--- config.mk ---
export PLATFORM = sky130hd
export DESIGN_NAME = pci_arbiter
export DESIGN_NICKNAME = d
export VERILOG_FILES = /design/src/rtl/pci_arbiter.sv
export SDC_FILE = /design/constraint.sdc
export NUM_CORES = 1
export LEC_CHECK = 0
export BUFFER_PORTS_ARGS = -buffer_cell sky130_fd_sc_hd__buf_2
export CORE_MARGIN = 2
export CORE_UTILIZATION = 41
export CTS_CLUSTER_DIAMETER = 40
export DETAILED_ROUTE_END_ITERATION = 8
export PLACE_DENSITY = 0.65
export SLEW_MARGIN = 10
export SYNTH_ARGS = -nofsm -noshare
export SYNTH_HDL_FRONTEND = slang
export SYNTH_SLANG_ARGS = --single-unit
--- constraint.sdc ---
create_clock -name CLK -period 3.6 [get_ports CLK]
set_input_delay 0.54 -clock CLK [delete_from_list [all_inputs] [get_ports CLK]]
set_output_delay 0.54 -clock CLK [all_outputs]
set_load 0.01 [all_outputs]
--- src/rtl/pci_arbiter.sv ---
// pci_arbiter: round-robin PCI bus arbiter with registered active-low grants and a turnaround gap.
// Define ARB_PARK_EN to park the idle bus on PARK_ID; the default build leaves all grants high when idle.
module pci_arbiter #(
  parameter int N_MASTERS = 4,
  parameter int ID_W      = 2,
  parameter int TIMEOUT   = 16,
  parameter int PARK_ID   = 0
) (
  input  logic                 CLK,
  input  logic                 REST,
  input  logic [N_MASTERS-1:0] REQ,
  input  logic                 FRAME,
  input  logic                 IRDY,
  output logic [N_MASTERS-1:0] GNT,
  output logic [ID_W-1:0]      OWNER,
  output logic                 GNT_VALID,
  output logic                 TIMEOUT_ERR
);

`ifdef ARB_PARK_EN
  localparam bit PARK_EN = 1'b1;
`else
  localparam bit PARK_EN = 1'b0;
`endif

  localparam int               CNT_W    = 5;
  localparam logic [ID_W-1:0]  PARK_IDX = ID_W'(PARK_ID);
  localparam logic [CNT_W-1:0] CNT_LAST = CNT_W'(TIMEOUT - 1);

  typedef enum logic [1:0] {IDLE, GRANT, BUSY, TURN} state_e;

  state_e               state_q, state_d;
  logic [N_MASTERS-1:0] gnt_q, gnt_d;
  logic [ID_W-1:0]      owner_q, owner_d;
  logic [ID_W-1:0]      last_q, last_d;
  logic [CNT_W-1:0]     cnt_q, cnt_d;
  logic                 gnt_valid_q, gnt_valid_d;
  logic                 timeout_err_q, timeout_err_d;
  logic [ID_W-1:0]      winner, cand;
  logic                 bus_idle, any_req, other_req, parked, timed_out;

  function automatic logic [N_MASTERS-1:0] onehot(input logic [ID_W-1:0] idx);
    onehot      = '0;
    onehot[idx] = 1'b1;
  endfunction

  assign bus_idle  = FRAME & IRDY;
  assign any_req   = ~&REQ;
  assign other_req = |(~REQ & ~onehot(owner_q));
  assign parked    = (state_q == IDLE) && !(&gnt_q);
  assign timed_out = (state_q == GRANT) && FRAME && !REQ[owner_q] && (cnt_q == CNT_LAST);

  // Scan downward so the nearest requester after last_q is the one left in winner.
  always_comb begin
    winner = last_q;
    cand   = '0;
    for (int k = N_MASTERS; k >= 1; k--) begin
      cand = ID_W'((int'(last_q) + k) % N_MASTERS);
      if (!REQ[cand]) winner = cand;
    end
  end

  always_ff @(posedge CLK) begin
    if (REST) begin
      state_q       <= IDLE;
      gnt_q         <= '1;
      owner_q       <= '0;
      last_q        <= ID_W'(N_MASTERS - 1);
      cnt_q         <= '0;
      gnt_valid_q   <= 1'b0;
      timeout_err_q <= 1'b0;
    end else begin
      state_q       <= state_d;
      gnt_q         <= gnt_d;
      owner_q       <= owner_d;
      last_q        <= last_d;
      cnt_q         <= cnt_d;
      gnt_valid_q   <= gnt_valid_d;
      timeout_err_q <= timeout_err_d;
    end
  end

  // A parked master only keeps the bus without a turnaround if it is also the round-robin winner.
  always_comb begin
    state_d = state_q;
    owner_d = owner_q;
    last_d  = last_q;
    unique case (state_q)
      IDLE: begin
        if (PARK_EN && parked && !FRAME) begin
          state_d = BUSY;
        end else if (any_req && bus_idle && (!(PARK_EN && parked) || winner == PARK_IDX)) begin
          state_d = GRANT;
          owner_d = winner;
          last_d  = winner;
        end else if (PARK_EN && !any_req && bus_idle) begin
          owner_d = PARK_IDX;
        end
      end
      GRANT: begin
        if (!FRAME) begin
          state_d = BUSY;
        end else if (REQ[owner_q] || timed_out) begin
          state_d = IDLE;
        end
      end
      BUSY: begin
        if (bus_idle) state_d = TURN;
      end
      TURN: begin
        state_d = IDLE;
      end
      default: begin
        state_d = IDLE;
      end
    endcase
    cnt_d = (state_q == GRANT && state_d == GRANT) ? cnt_q + CNT_W'(1) : '0;
  end

  // Once released during a transaction the grant stays released until the next arbitration.
  always_comb begin
    gnt_d = '1;
    unique case (state_d)
      GRANT: begin
        gnt_d = (state_q == GRANT) ? gnt_q : ~onehot(owner_d);
      end
      BUSY: begin
        if (state_q != BUSY || (!REQ[owner_q] && !other_req)) gnt_d = gnt_q;
      end
      IDLE: begin
        if (PARK_EN && !any_req && (bus_idle || parked)) gnt_d = ~onehot(PARK_IDX);
      end
      default: begin
        gnt_d = '1;
      end
    endcase
    gnt_valid_d   = ~&gnt_d;
    timeout_err_d = timed_out;
  end

  assign GNT         = gnt_q;
  assign OWNER       = owner_q;
  assign GNT_VALID   = gnt_valid_q;
  assign TIMEOUT_ERR = timeout_err_q;

endmodule

* Word-level counts from Yosys, hierarchy flattened
Index checks and enable logic that the tools add are counted.
** Operators by class
- Add/sub/neg operators :: 5
- Order comparisons :: 8
- Eq/ne operators :: 7
- Muxes and demuxes :: 28
- Bitwise logic cells :: 6
- Reduce and logical (&&, ||, !) cells :: 20
** Operators with widths (count)
- $mux 2 :: 10
- $lt 2x3->1 const B :: 6
- $not 4->4 :: 3
- $bmux 1 s2 :: 5
- $logic_and 1x1->1 :: 8
- $mux 4 :: 2
- $pmux 2 s4 :: 1
- $pmux 4 s2 :: 1
- $reduce_and 4->1 :: 2
- $mux 1 :: 7
- $eq 2x2->1 const B :: 3
- $add 5x1->5 const B :: 1
- $eq 5x4->1 const B :: 1
- $add 2x1->2 const B :: 2
- $add 2x2->2 const B :: 2
- $and 4x4->4 :: 1
- $demux 1 s2 :: 2
- $eq 2x1->1 const B :: 2
- $ge 2x1->1 const B :: 2
- $logic_not 1->1 :: 4
- $reduce_or 4->1 :: 1
- $logic_not 2->1 :: 1
- $logic_or 1x1->1 :: 2
- $ne 2x2->1 const B :: 1
- 4 further kinds :: 4
** Storage, ports and cells
- Register bits after elaboration :: 17
- Input bits :: 8
- Output and inout bits :: 8
- Word-level logic and storage cells :: 81

* Longest topological paths before layout
Gate-level depths: netlist (run 1).
- Depth in word-level cells :: 18
- Mapped depth :: 11
- Gate-level depth less buffers :: 11

* Worst setup path after synthesis (run 1)
Ideal clock, no wire load.
- Path kind :: reg2reg
- From :: register owner_q[0] (netlist: OWNER[0])
- To :: register gnt_valid_q (netlist: GNT_VALID)
- Setup time :: 60 ps
- Arrival :: 2606 ps
- Data required time :: 3540 ps
- Setup slack :: 934 ps
- Cell stages (with the launch flop) :: 12
- Buffers on the path :: 1
- Period minus slack after synthesis :: 2666 ps
- Cell sequence :: dfxtp_1 buf_2 mux4_1 nand3b_1 o22ai_1 nand2_1 inv_1 ha_1 nor4_1 nor3_2 a221oi_1 o41a_1
** On the way
- Elaborated cells on any way between the ends :: 35
- Those cells by class :: 4 x order compare; 2 x eq/ne; 14 x mux; 3 x bitwise; 12 x reduce/logical
** RTL lines
- start: declaration :: line 34 : logic [ID_W-1:0] owner_q, owner_d;
- start signal: assignment :: line 75 : owner_q <= owner_d;
- $bmux 1 s2 (*) :: line 51, 103
- $mux 1 (not written as such) (*) :: line 51, 103
- $logic_not 1->1 :: line 51 : assign timed_out = (state_q == GRANT) && FRAME && !REQ[owner_q] && (cnt_q == CNT_LAST);
- $logic_and 1x1->1 (2 in a row) :: line 51
- $logic_or 1x1->1 (*) :: line 103 : end else if (REQ[owner_q] || timed_out) begin
- $mux 2 (*) :: line 103
- $mux 2 (*) :: line 101 : if (!FRAME) begin
- $pmux 2 s4 (*) :: line 88 : unique case (state_q)
- net state_d[0] :: line 32 : state_e state_q, state_d;
- $eq 2x2->1 / $eq 2x1->1 (equally long branches) :: line 123 : unique case (state_d)
- $pmux 4 s2 (*) :: line 123
- $reduce_and 4->1 (*) :: line 137 : gnt_valid_d = ~&gnt_d;
- $logic_not 1->1 (*) :: line 137
- end signal: assignment :: line 78 : gnt_valid_q <= gnt_valid_d;
- end: declaration :: line 37 : logic gnt_valid_q, gnt_valid_d;
The timed path passes the listed nets; every way through them passes the cells marked *. The select of a mux whose other input is x is not followed.
A chain may end at the register's enable or synchronous reset.

* Final worst setup path (run 1)
Same ends and word-level chain as after synthesis.

==> impl_results.md, run 1 <==
* Outcome: completed
* CTS resizes at 0
* Internal power at 0.2648 mW
* Final Util at 48.56%
* Final layout net count at 139
* Fin Hold WS at 0.4573 ns
* CORE AREA at 2170 um2
* Htree depth at 1
* Final period util at 79.18%
* Power Density at 342.2 nW/um2
* CP Class: reg -> reg
* Ant diodes at 0
* Sequential Power Share at 56.2%
* Initial antenna violation count at 0
* Fin. Hold Viols at 0
* Clock Latency Late Sink at 0.28 ns
* Via density per instance at 5.344
* Filler cell count at 230
* Routability cong. at 0.8752
* Max-cap viol count at 0
* Die area at 2645 um2
* Setup repair after global routing missed its margin: false
* Pre-CTS setup slack at 0.6486 ns
* Clock Tree Buf Depth at 2
* Post-Syn Area per Cell at 8.538 um2
* DRT Pass-1 Iters at 4
* First-pass GRT wire length at 3.174 mm
* Number of global-route vias before repair at 745
* Buffers & Inverters on Critical Path at 1
* DPL Wire Length at 1.477 mm
* Slew HR at 69.36%
* CTS sink cnt at 17
* Die Y at 51.43 um
* Final setup fails at 0
* Ys Warns at 0
* Largest stage delay on the critical path at 0.59 ns
* Synthesized Nets at 120
* Area delta synth->final at 14.25%
* Switch Pwr at 0.09579 mW
* Num CTS Buffers at 3
* Synth Flop Type: dfxtp_1
* Dominant cell type by area after synthesis: dfxtp_1
* Worst path depth at 10
* FP Rows at 17
* Max-slew violations at 0
* Post-route ant nets at 0
* Detailed-route DRC error count at 0
* Worst r2r path cells at 10
* Highest-delay cell along the critical path: mux4_1
* Buffers on Ports at 15
* Placed instance area at 1027 um2
* Yosys reg bits at 17
* Flop-to-flop setup slack at 0.75 ns
* Grt ovf at 0
* Post-Place Cells at 150
* Starting Density at 42.50%
* Min-delay src: cnt_q[0]$_SDFF_PP0_
* CP Launch Type: flop
* GRT Overall Usage at 15.92%
* Wire per inst at 11.95 um
* CP cell instances: mux4_1 -> nand3b_1 -> o22ai_1 -> nand2_1 -> inv_1 -> ha_1 -> nor4_1 -> nor3_2 -> a221oi_1 -> o41a_1
* Ports at 16
* Most common cell in the netlist: dfxtp_1
* Post-synthesis async set-or-reset flop share at 0%
* Seq. cell area at 340.3 um2
* Worst Setup EP: GNT_VALID$_SDFF_PP0_
* Mapped cell area at 922.1 um2
* Non-Filler Instances at 154
* Die Wd at 51.43 um
* Synth unique cells at 37
* Setup crit end kind: flop
* Critical Path RT at 3.83 ns
* Clock-pin slew on the worst setup and hold paths at 0.08 ns
* First DRT Iteration DRCs at 23
* Sequential area share after synthesis at 36.91%
* Hold WC Path Type: reg -> reg
* Most frequent cells after synthesis: dfxtp_1, nor2_1, nand2_1, inv_1, a31oi_1
* CTS hold repair buffers at 0
* Final Critical Period at 2.851 ns
* Max Fclk at 350.8 MHz
* Setup Skew at 0.005413 ns
* Area of the multi-input gates at 546.8 um2
* Routed WL at 1.841 mm
* Switching Share at 26.57%
* Worst setup margin at 0.7494 ns
* RR Endpoint: GNT_VALID$_SDFF_PP0_
* Largest net degree at the start of global routing at 10
* Final Cell Area at 1054 um2
* Synth top area cells: dfxtp_1, nor2_1, ha_1
* Worst Path Max Fanout at 9
* Clk network pwr share at 27.0%
* Actual slew at the worst max-slew pin at 0.4561 ns
* Crit path from: OWNER[0]$_SDFF_PP0_
* Worst reg2reg startpoint: OWNER[0]$_SDFF_PP0_
* Delay-heaviest family, CP: simple AND/OR/NAND/NOR gates
* Setup TNS at 0 ns
* Setup Buffers After CTS at 0
* Combinational share of power at 16.8%
* Share of cells above drive strength 1 at 19.84%
* Leak pwr at 0.4312 nW
* CTS tree: built
* Synth top area share at 36.91%
* Total power draw at 0.3606 mW
* VDD IR max at 242.9 uV
* Routed via count at 823
* CTS root buffer: clkbuf_4
* Worst EP arrival at 3.08 ns
* Syn Inst Count at 108
* Post-synth EDFFs at 0
cell families (layout without fill, tap and decap cells):
group	Yosys count	count (layout)	share of synthesized area, %
AOI/OAI and AO/OA	24	24	20.90
xor gates and xnor gates	2	2	1.900
adders and majority gates	4	4	5.428
buffers and inverters	9	27	3.799
DFF	17	17	36.91
muxes	1	1	2.850
and+or+nand+nor	51	51	28.22
sequential cells by signal, summed over array words and instances (netlist names):
name         flops
GNT              4
state_q          2
GNT_VALID        1
TIMEOUT_ERR      1
OWNER            2
cnt_q            5
last_q           2
power groups by stage:
| stage | Sequential (mW) | Combinational (mW) | Clock, mW |
|---|---|---|---|
| floorplan | 0.207 | 0.0396 | 0 |
| global route | 0.204 | 0.0679 | 0.110 |
| CTS | 0.203 | 0.0609 | 0.103 |
| finish | 0.203 | 0.0607 | 0.0973 |
| detailed placement | 0.207 | 0.0606 | 0 |
| global placement | 0.207 | 0.0602 | 0 |
cell usage in the layout (no fill, tap or decap), types with 3 or more instances in the layout:
master / instances
nand2_1: 13
a31oi_1: 5
buf_2: 15
a211oi_1: 3
nand3_1: 4
clkbuf_4: 3
nor2_1: 16
inv_1: 8
dfxtp_1: 17
ha_1: 4
o21ai_0: 3
layout make-up:
cell class                      count  share of cell area [%]
Timing Repair Buffer               15                   7.126
Tap cell                           28                   3.325
Inverter                            8                   2.850
Sequential cell                    17                   32.30
Clock buffer                        4                   2.494
Multi-Input combinational cell     82                   51.90
worst min path at each step:
stage,end,cells past startpoint
final,cnt_q[0]$_SDFF_PP0_,1
after global routing,OWNER[1]$_SDFF_PP0_,2
after detailed placement,cnt_q[0]$_SDFF_PP0_,1
after global placement,cnt_q[0]$_SDFF_PP0_,1
after CTS,cnt_q[0]$_SDFF_PP0_,1
after floorplan,cnt_q[0]$_SDFF_PP0_,1
routing by layer:
metal	share of wire [%]	vias to the layer above	track usage (%)
met5	0	-	0
met4	0	0	3.947
met3	4.3	0	5.556
met2	47	14	26.07
met1	49	382	19.89
li1	-	427	-
Note: power is estimated with default switching activity, not from simulation.
==> inputs of run 2 (changes only) <==
ABC_AREA = 1   (was default)
PLACE_DENSITY = 0.67   (was 0.65)
clock period = 2.5 ns   (was 3.6 ns; I/O delays follow)
==> run 2 against run 1 <==
  * Hold slack got worse by 0.15 ns
  * Clock skew barely moved
  * Clock power rose by 51%
  * Critical path depth rose by 2
  * Flip-flop and latch count did not move
  * Total power rose by 77%
  * Sequential share of layout area fell by 4.2 points
  * Via count rose by 34%
  * Critical path type unchanged
  * Critical endpoint unchanged
  * Largest power group unchanged
==> impl_results.md, run 2 <==
* Critical Path RT at 2.73 ns (was 3.83 ns)
* Post-Syn Area per Cell at 6.134 um2 (was 8.538 um2)
* Post-synth EDFFs at 0 (unchanged)
* Die Y at 55.17 um (was 51.43 um)
* Setup Buffers After CTS at 0 (unchanged)
* Hold depth at 2 (was 1)
* Htree depth at 1 (unchanged)
* Num CTS Buffers at 3 (unchanged)
* Clock-pin slew on the worst setup and hold paths at 0.10 ns (was 0.08 ns)
* Share of cells above drive strength 1 at 16.49% (was 19.84%)
* Largest stage delay on the critical path at 0.38 ns (was 0.59 ns)
* CTS root buffer: clkbuf_4 (unchanged)
* Power Density at 527.6 nW/um2 (was 342.2 nW/um2)
* Final setup fails at 0 (unchanged)
* Switching Share at 34.70% (was 26.57%)
* Post-route ant nets at 0 (unchanged)
* First-pass GRT wire length at 4.126 mm (was 3.174 mm)
* Final period util at 84.47% (was 79.18%)
* Worst Path Max Fanout at 9 (unchanged)
* Placed instance area at 1182 um2 (was 1027 um2)
* GRT Overall Usage at 18.82% (was 15.92%)
* Sequential area share after synthesis at 31.70% (was 36.91%)
* First DRT Iteration DRCs at 28 (was 23)
* CORE AREA at 2477 um2 (was 2170 um2)
* Die area at 3044 um2 (was 2645 um2)
* Most common cell after layout, fill and taps aside: nand2_1 (was dfxtp_1)
* VDD IR max at 401.7 uV (was 242.9 uV)
* Number of flip-flops in the largest register at 5 (unchanged)
* Flop-to-flop setup slack at 0.39 ns (was 0.75 ns)
* CP Launch Type: flop (unchanged)
* Fin. Hold Viols at 0 (unchanged)
* Yosys reg bits at 17 (unchanged)
* Routability cong. at 0.8171 (was 0.8752)
* Highest-delay cell along the critical path: dfxtp_1 (was mux4_1)
* Dominant cell type by area after synthesis: dfxtp_1 (unchanged)
* FP Rows at 18 (was 17)
* Leak pwr at 0.6500 nW (was 0.4312 nW)
* Final layout net count at 207 (was 139)
* Worst r2r path cells at 12 (was 10)
* CTS tree: built (unchanged)
* Mapped cell area at 1074 um2 (was 922.1 um2)
* Hold WC Path Type: in -> reg (was reg -> reg)
* Detailed-route DRC error count at 0 (unchanged)
* Sequential Power Share at 47.4% (was 56.2%)
* Synth top area share at 31.70% (was 36.91%)
* Post-synthesis async set-or-reset flop share at 0% (unchanged)
* Area delta synth->final at 12.70% (was 14.25%)
* Routed WL at 2.418 mm (was 1.841 mm)
* Routed via count at 1101 (was 823)
* Initial antenna violation count at 0 (unchanged)
* Worst EP arrival at 2.34 ns (was 3.08 ns)
* Switch Pwr at 0.2215 mW (was 0.09579 mW)
* Outcome: completed (unchanged)
* CP Class: reg -> reg (unchanged)
* Wire per inst at 10.79 um (was 11.95 um)
* CTS resizes at 0 (unchanged)
* Hold endpoint: state_q[1]$_SDFF_PP0_ (was cnt_q[0]$_SDFF_PP0_)
* Synth Flop Type: dfxtp_1 (unchanged)
* Combinational share of power at 29.6% (was 16.8%)
* Min-delay src: REST (was cnt_q[0]$_SDFF_PP0_)
* Clock Tree Buf Depth at 2 (unchanged)
* Internal power at 0.4168 mW (was 0.2648 mW)
* RR Endpoint: GNT_VALID$_SDFF_PP0_ (unchanged)
* Pre-CTS setup slack at 0.4028 ns (was 0.6486 ns)
* Final Critical Period at 2.112 ns (was 2.851 ns)
* Die Wd at 55.17 um (was 51.43 um)
* Buffers on Ports at 15 (unchanged)
* Total power draw at 0.6383 mW (was 0.3606 mW)
* DRT Pass-1 Iters at 4 (unchanged)
* Most common cell in the netlist: nand2_1 (was dfxtp_1)
* Ports at 16 (unchanged)
* Grt ovf at 0 (unchanged)
* Max Fclk at 473.6 MHz (was 350.8 MHz)
* Worst reg2reg startpoint: state_q[0]$_SDFF_PP0_ (was OWNER[0]$_SDFF_PP0_)
* Largest net degree at the start of global routing at 11 (was 10)
* Clk network pwr share at 23.0% (was 27.0%)
* Slew HR at 81.54% (was 69.36%)
* CTS sink cnt at 17 (unchanged)
* Most frequent cells in the layout: nand2_1, inv_1, nor2_1, dfxtp_1, buf_2 (was dfxtp_1, nor2_1, buf_2, nand2_1, inv_1)
* Synth unique cells at 23 (was 37)
* Starting Density at 43.33% (was 42.50%)
* Setup repair after global routing missed its margin: false (unchanged)
* Worst setup margin at 0.3884 ns (was 0.7494 ns)
* Crit path from: state_q[0]$_SDFF_PP0_ (was OWNER[0]$_SDFF_PP0_)
* Clock Latency Late Sink at 0.29 ns (was 0.28 ns)
* Max-slew violations at 0 (unchanged)
* CTS hold repair buffers at 0 (unchanged)
* Max-cap viol count at 0 (unchanged)
* Via density per instance at 4.915 (was 5.344)
* Setup TNS at 0 ns (unchanged)
* Syn Inst Count at 175 (was 108)
* CP cell instances: inv_1 -> nor2_1 -> inv_1 -> or2_2 -> nand2_1 -> inv_1 -> ha_1 -> a21oi_1 -> nand2_1 -> nand2_1 -> nor2_1 -> nor2_1 (was mux4_1 -> nand3b_1 -> o22ai_1 -> nand2_1 -> inv_1 -> ha_1 -> nor4_1 -> nor3_2 -> a221oi_1 -> o41a_1)
* Largest Register: cnt_q (unchanged)
* Most frequent cells after synthesis: nand2_1, inv_1, nor2_1, dfxtp_1, nand3_1 (was dfxtp_1, nor2_1, nand2_1, inv_1, a31oi_1)
* Setup crit end kind: flop (unchanged)
* Synth top area cells: dfxtp_1, nand2_1, inv_1 (was dfxtp_1, nor2_1, ha_1)
* Number of global-route vias before repair at 1031 (was 745)
* Ant diodes at 0 (unchanged)
* Ys Warns at 0 (unchanged)
* Final Cell Area at 1210 um2 (was 1054 um2)
* Setup Skew at 0.005829 ns (was 0.005413 ns)
* DPL Wire Length at 1.933 mm (was 1.477 mm)
* Filler cell count at 261 (was 230)
* Actual slew at the worst max-slew pin at 0.2752 ns (was 0.4561 ns)
* Synthesized Nets at 187 (was 120)
## run 2: cell types whose count changed in the layout (fill, tap and decap cells not counted), sizes merged, moves of 5 or more
cell,delta
nand2,+46
inv,+22
a21oi,+9
nand3,+9
o21ai,+6
a31oi,-5
nor2,+5
## run 2: power by group through the flow
| stage | Clock (mW) | Sequential (mW) | Combinational, mW |
|---|---|---|---|
| 2_1_floorplan | 0 | 0.312 | 0.135 |
| 3_3_place_gp | 0 | 0.308 | 0.182 |
| 3_5_place_dp | 0 | 0.309 | 0.187 |
| 4_1_cts | 0.150 | 0.303 | 0.188 |
| 5_1_grt | 0.163 | 0.305 | 0.220 |
| 6_report | 0.147 | 0.303 | 0.189 |
## run 2: cell families after synthesis
logic type | Yosys count | share of synthesized area (%)
simple gates | 99 | 39.86
fa+ha+maj | 4 | 4.662
compound gates | 23 | 11.89
buf+inv | 32 | 11.89
flops | 17 | 31.70
## run 2: area by class of cell
cell class | instances | area (um2) | area share [%]
sequential | 17 | 340.3 | 28.13
clock buffer | 3 | 22.52 | 1.861
inverter | 31 | 116.4 | 9.617
tap | 30 | 37.54 | 3.102
clock inverter | 1 | 5.005 | 0.4137
timing repair buffer | 16 | 82.58 | 6.825
multi-input combinational | 126 | 605.6 | 50.05
## run 2: critical path: cells and delay by family, from the launching register on
kind,cells,cell delay [ns]
AOI/OAI and AO/OA,1,0.18
adders and majority gates,1,0.34
buffers and inverters,3,0.31
DFF,1,0.38
and+or+nand+nor,7,0.85
## run 2: through the flow
| stage | instances | hold WS, ns | utilization [%] |
|---|---|---|---|
| floorplan | 175 | 0.4175 | - |
| global placement | 220 | 0.4302 | 47.73 |
| detailed placement | 220 | 0.4590 | 47.73 |
| CTS | 224 | 0.3003 | 48.84 |
| global route | 224 | 0.2956 | 48.84 |
| finish | 224 | 0.3059 | 48.84 |
## run 2: worst max-delay path by stage
stage	endpoint	slack, ns	depth (start not counted)
final	GNT_VALID$_SDFF_PP0_	0.39	12
after global routing	GNT_VALID$_SDFF_PP0_	0.1	16
after CTS	GNT_VALID$_SDFF_PP0_	0.41	12
after detailed placement	cnt_q[3]$_SDFF_PP0_	0.40	12
after global placement	GNT_VALID$_SDFF_PP0_	0.47	16
after floorplan	GNT_VALID$_SDFF_PP0_	0.66	16
## run 2: routing by layer
metal / global-route usage, % / up-vias / routed length [um]
li1: - / 584 / -
met1: 21.65 / 483 / 1109
met2: 34.52 / 31 / 1151
met3: 3.495 / 3 / 134
met4: 6.504 / 0 / 23
met5: 0 / - / 0
==> inputs of run 3 (changes only) <==
PLACE_DENSITY = 0.65   (was 0.67)
clock period = 2.11 ns   (was 2.5 ns; I/O delays follow)
==> run 3 against run 2 <==
  * Count of clock-buffer cells in the layout stayed put
  * Total power is 22% higher
  * Hold slack worse by 0.060 ns
==> impl_results.md, run 3 (synthesis results as in run 2) <==
* Starting Density at 43.33% (unchanged)
* Setup crit end kind: flop (unchanged)
* Most frequent cells in the layout: nand2_1, inv_1, nor2_1, buf_2, dfxtp_1 (was nand2_1, inv_1, nor2_1, dfxtp_1, buf_2)
* Wire per inst at 10.77 um (was 10.79 um)
* CTS sink cnt at 17 (unchanged)
* Flop-to-flop setup slack at 0.20 ns (was 0.39 ns)
* Power Density at 616.1 nW/um2 (was 527.6 nW/um2)
* Setup Skew at 0.008199 ns (was 0.005829 ns)
* Final Critical Period at 1.910 ns (was 2.112 ns)
* Die Y at 55.17 um (unchanged)
* Leak pwr at 0.6609 nW (was 0.6500 nW)
* CORE AREA at 2477 um2 (unchanged)
* Actual slew at the worst max-slew pin at 0.2741 ns (was 0.2752 ns)
* Via density per instance at 4.850 (was 4.915)
* Area delta synth->final at 17.48% (was 12.70%)
* First-pass GRT wire length at 3.933 mm (was 4.126 mm)
* Max-slew violations at 0 (unchanged)
* Outcome: completed (unchanged)
* CP Launch Type: flop (unchanged)
* Worst EP arrival at 2.10 ns (was 2.34 ns)
* Worst r2r path cells at 13 (was 12)
* Share of cells above drive strength 1 at 21.94% (was 16.49%)
* Initial antenna violation count at 0 (unchanged)
* Largest Register: cnt_q (unchanged)
* Most common cell after layout, fill and taps aside: nand2_1 (unchanged)
* Setup Buffers After CTS at 0 (unchanged)
* CTS root buffer: clkbuf_4 (unchanged)
* Slew HR at 81.61% (was 81.54%)
* Total power draw at 0.7770 mW (was 0.6383 mW)
* Crit path from: cnt_q[0]$_SDFF_PP0_ (was state_q[0]$_SDFF_PP0_)
* Fin. Hold Viols at 0 (unchanged)
* Routed via count at 1096 (was 1101)
* Number of global-route vias before repair at 991 (was 1031)
* Worst reg2reg startpoint: cnt_q[0]$_SDFF_PP0_ (was state_q[0]$_SDFF_PP0_)
* Post-route ant nets at 0 (unchanged)
* CP Class: reg -> reg (unchanged)
* Clock Latency Late Sink at 0.29 ns (about the same)
* Die area at 3044 um2 (unchanged)
* Buffers on Ports at 15 (unchanged)
* Post-Place Cells at 222 (was 220)
* Grt ovf at 0 (unchanged)
* Detailed-route DRC error count at 0 (unchanged)
* Final layout net count at 209 (was 207)
* Number of flip-flops in the largest register at 5 (unchanged)
* Worst Setup EP: GNT_VALID$_SDFF_PP0_ (unchanged)
* Ant diodes at 0 (unchanged)
* GRT Overall Usage at 17.77% (was 18.82%)
* RR Endpoint: GNT_VALID$_SDFF_PP0_ (unchanged)
* Htree depth at 1 (unchanged)
* Die Wd at 55.17 um (unchanged)
* Final period util at 90.52% (was 84.47%)
* Clock Tree Buf Depth at 2 (unchanged)
* Hold WC Path Type: in -> reg (unchanged)
* Largest net degree at the start of global routing at 12 (was 11)
* CTS hold repair buffers at 0 (unchanged)
* First DRT Iteration DRCs at 27 (was 28)
* Ports at 16 (unchanged)
* DPL Wire Length at 1.929 mm (was 1.933 mm)
* Non-Filler Instances at 226 (was 224)
* FP Rows at 18 (unchanged)
* Max-cap viol count at 0 (unchanged)
* Max Fclk at 523.5 MHz (was 473.6 MHz)
* Routed WL at 2.433 mm (was 2.418 mm)
* Routability cong. at 0.8276 (was 0.8171)
* Worst Path Max Fanout at 4 (was 9)
* Critical Path RT at 2.30 ns (was 2.73 ns)
* Fin Hold WS at 0.2461 ns (was 0.3059 ns)
* CTS tree: built (unchanged)
* Clock-pin slew on the worst setup and hold paths at 0.11 ns (was 0.10 ns)
* Filler cell count at 267 (was 261)
* DRT Pass-1 Iters at 4 (unchanged)
* Final setup fails at 0 (unchanged)
* VDD IR max at 446.4 uV (was 401.7 uV)
* Num CTS Buffers at 3 (unchanged)
==> run 3: worst min-delay path by stage <==
stage	startpoint	to	slack, ns	depth (start not counted)
floorplan	REST	OWNER[0]$_SDFF_PP0_	0.39	1
global placement	cnt_q[0]$_SDFF_PP0_	cnt_q[0]$_SDFF_PP0_	0.43	1
detailed placement	cnt_q[0]$_SDFF_PP0_	cnt_q[0]$_SDFF_PP0_	0.46	1
CTS	REST	state_q[1]$_SDFF_PP0_	0.24	2
global route	REST	OWNER[0]$_SDFF_PP0_	0.23	2
finish	REST	OWNER[0]$_SDFF_PP0_	0.25	2
==> run 3: metal layers <==
layer	vias to the layer above	track usage, %	share of wire (%)
met5	-	0	0
met4	0	6.504	0.41
met3	2	2.419	3.7
met2	22	33.53	48
met1	480	20.07	47
li1	592	-	-
==> run 3: repair_timing <==
item | 4_1_cts | 5_1_grt
setup endpoints to repair | 0 | 8
endpoints found under the hold margin | 0 | 0
resized for setup | 0 | 12
==> run 3: cell type report <==
| cell class | instances | area, um2 | share of cell area (%) |
|---|---|---|---|
| clock buffer | 3 | 22.52 | 1.786 |
| clock inverter | 1 | 5.005 | 0.3968 |
| inverter | 31 | 116.4 | 9.226 |
| multi-input combinational | 126 | 635.6 | 50.40 |
| sequential | 17 | 346.6 | 27.48 |
| tap | 30 | 37.54 | 2.976 |
| timing repair buffer | 18 | 97.59 | 7.738 |
==> run 3: power by group <==
group	total [mW]	internal [mW]	switching, mW
Combinational	0.246	0.0947	0.151
Clock	0.175	0.0704	0.105
Sequential	0.356	0.341	0.0150
==> run 3: metrics by stage <==
step	TNS, ns	utilization (%)	worst slack [ns]	cell area (um2)
2_1_floorplan	0	-	0.2686	1074
3_3_place_gp	0	48.33	0.1298	1197
3_5_place_dp	0	48.33	0.05678	1197
4_1_cts	0	49.44	0.03605	1225
5_1_grt	-0.001908	50.91	-0.001908	1261
6_report	0	50.91	0.2000	1261
==> run 3: critical path, stage by stage, from the launching register on <==
cell	delay (ns)
dfxtp_2	0.36
ha_1	0.17
nand2_1	0.07
nor2_1	0.10
ha_2	0.19
o21ai_1	0.07
nor2_1	0.13
inv_1	0.10
ha_4	0.31
a21oi_2	0.05
nand2_1	0.07
nand2_1	0.06
nor2_1	0.08
nor2_1	0.04
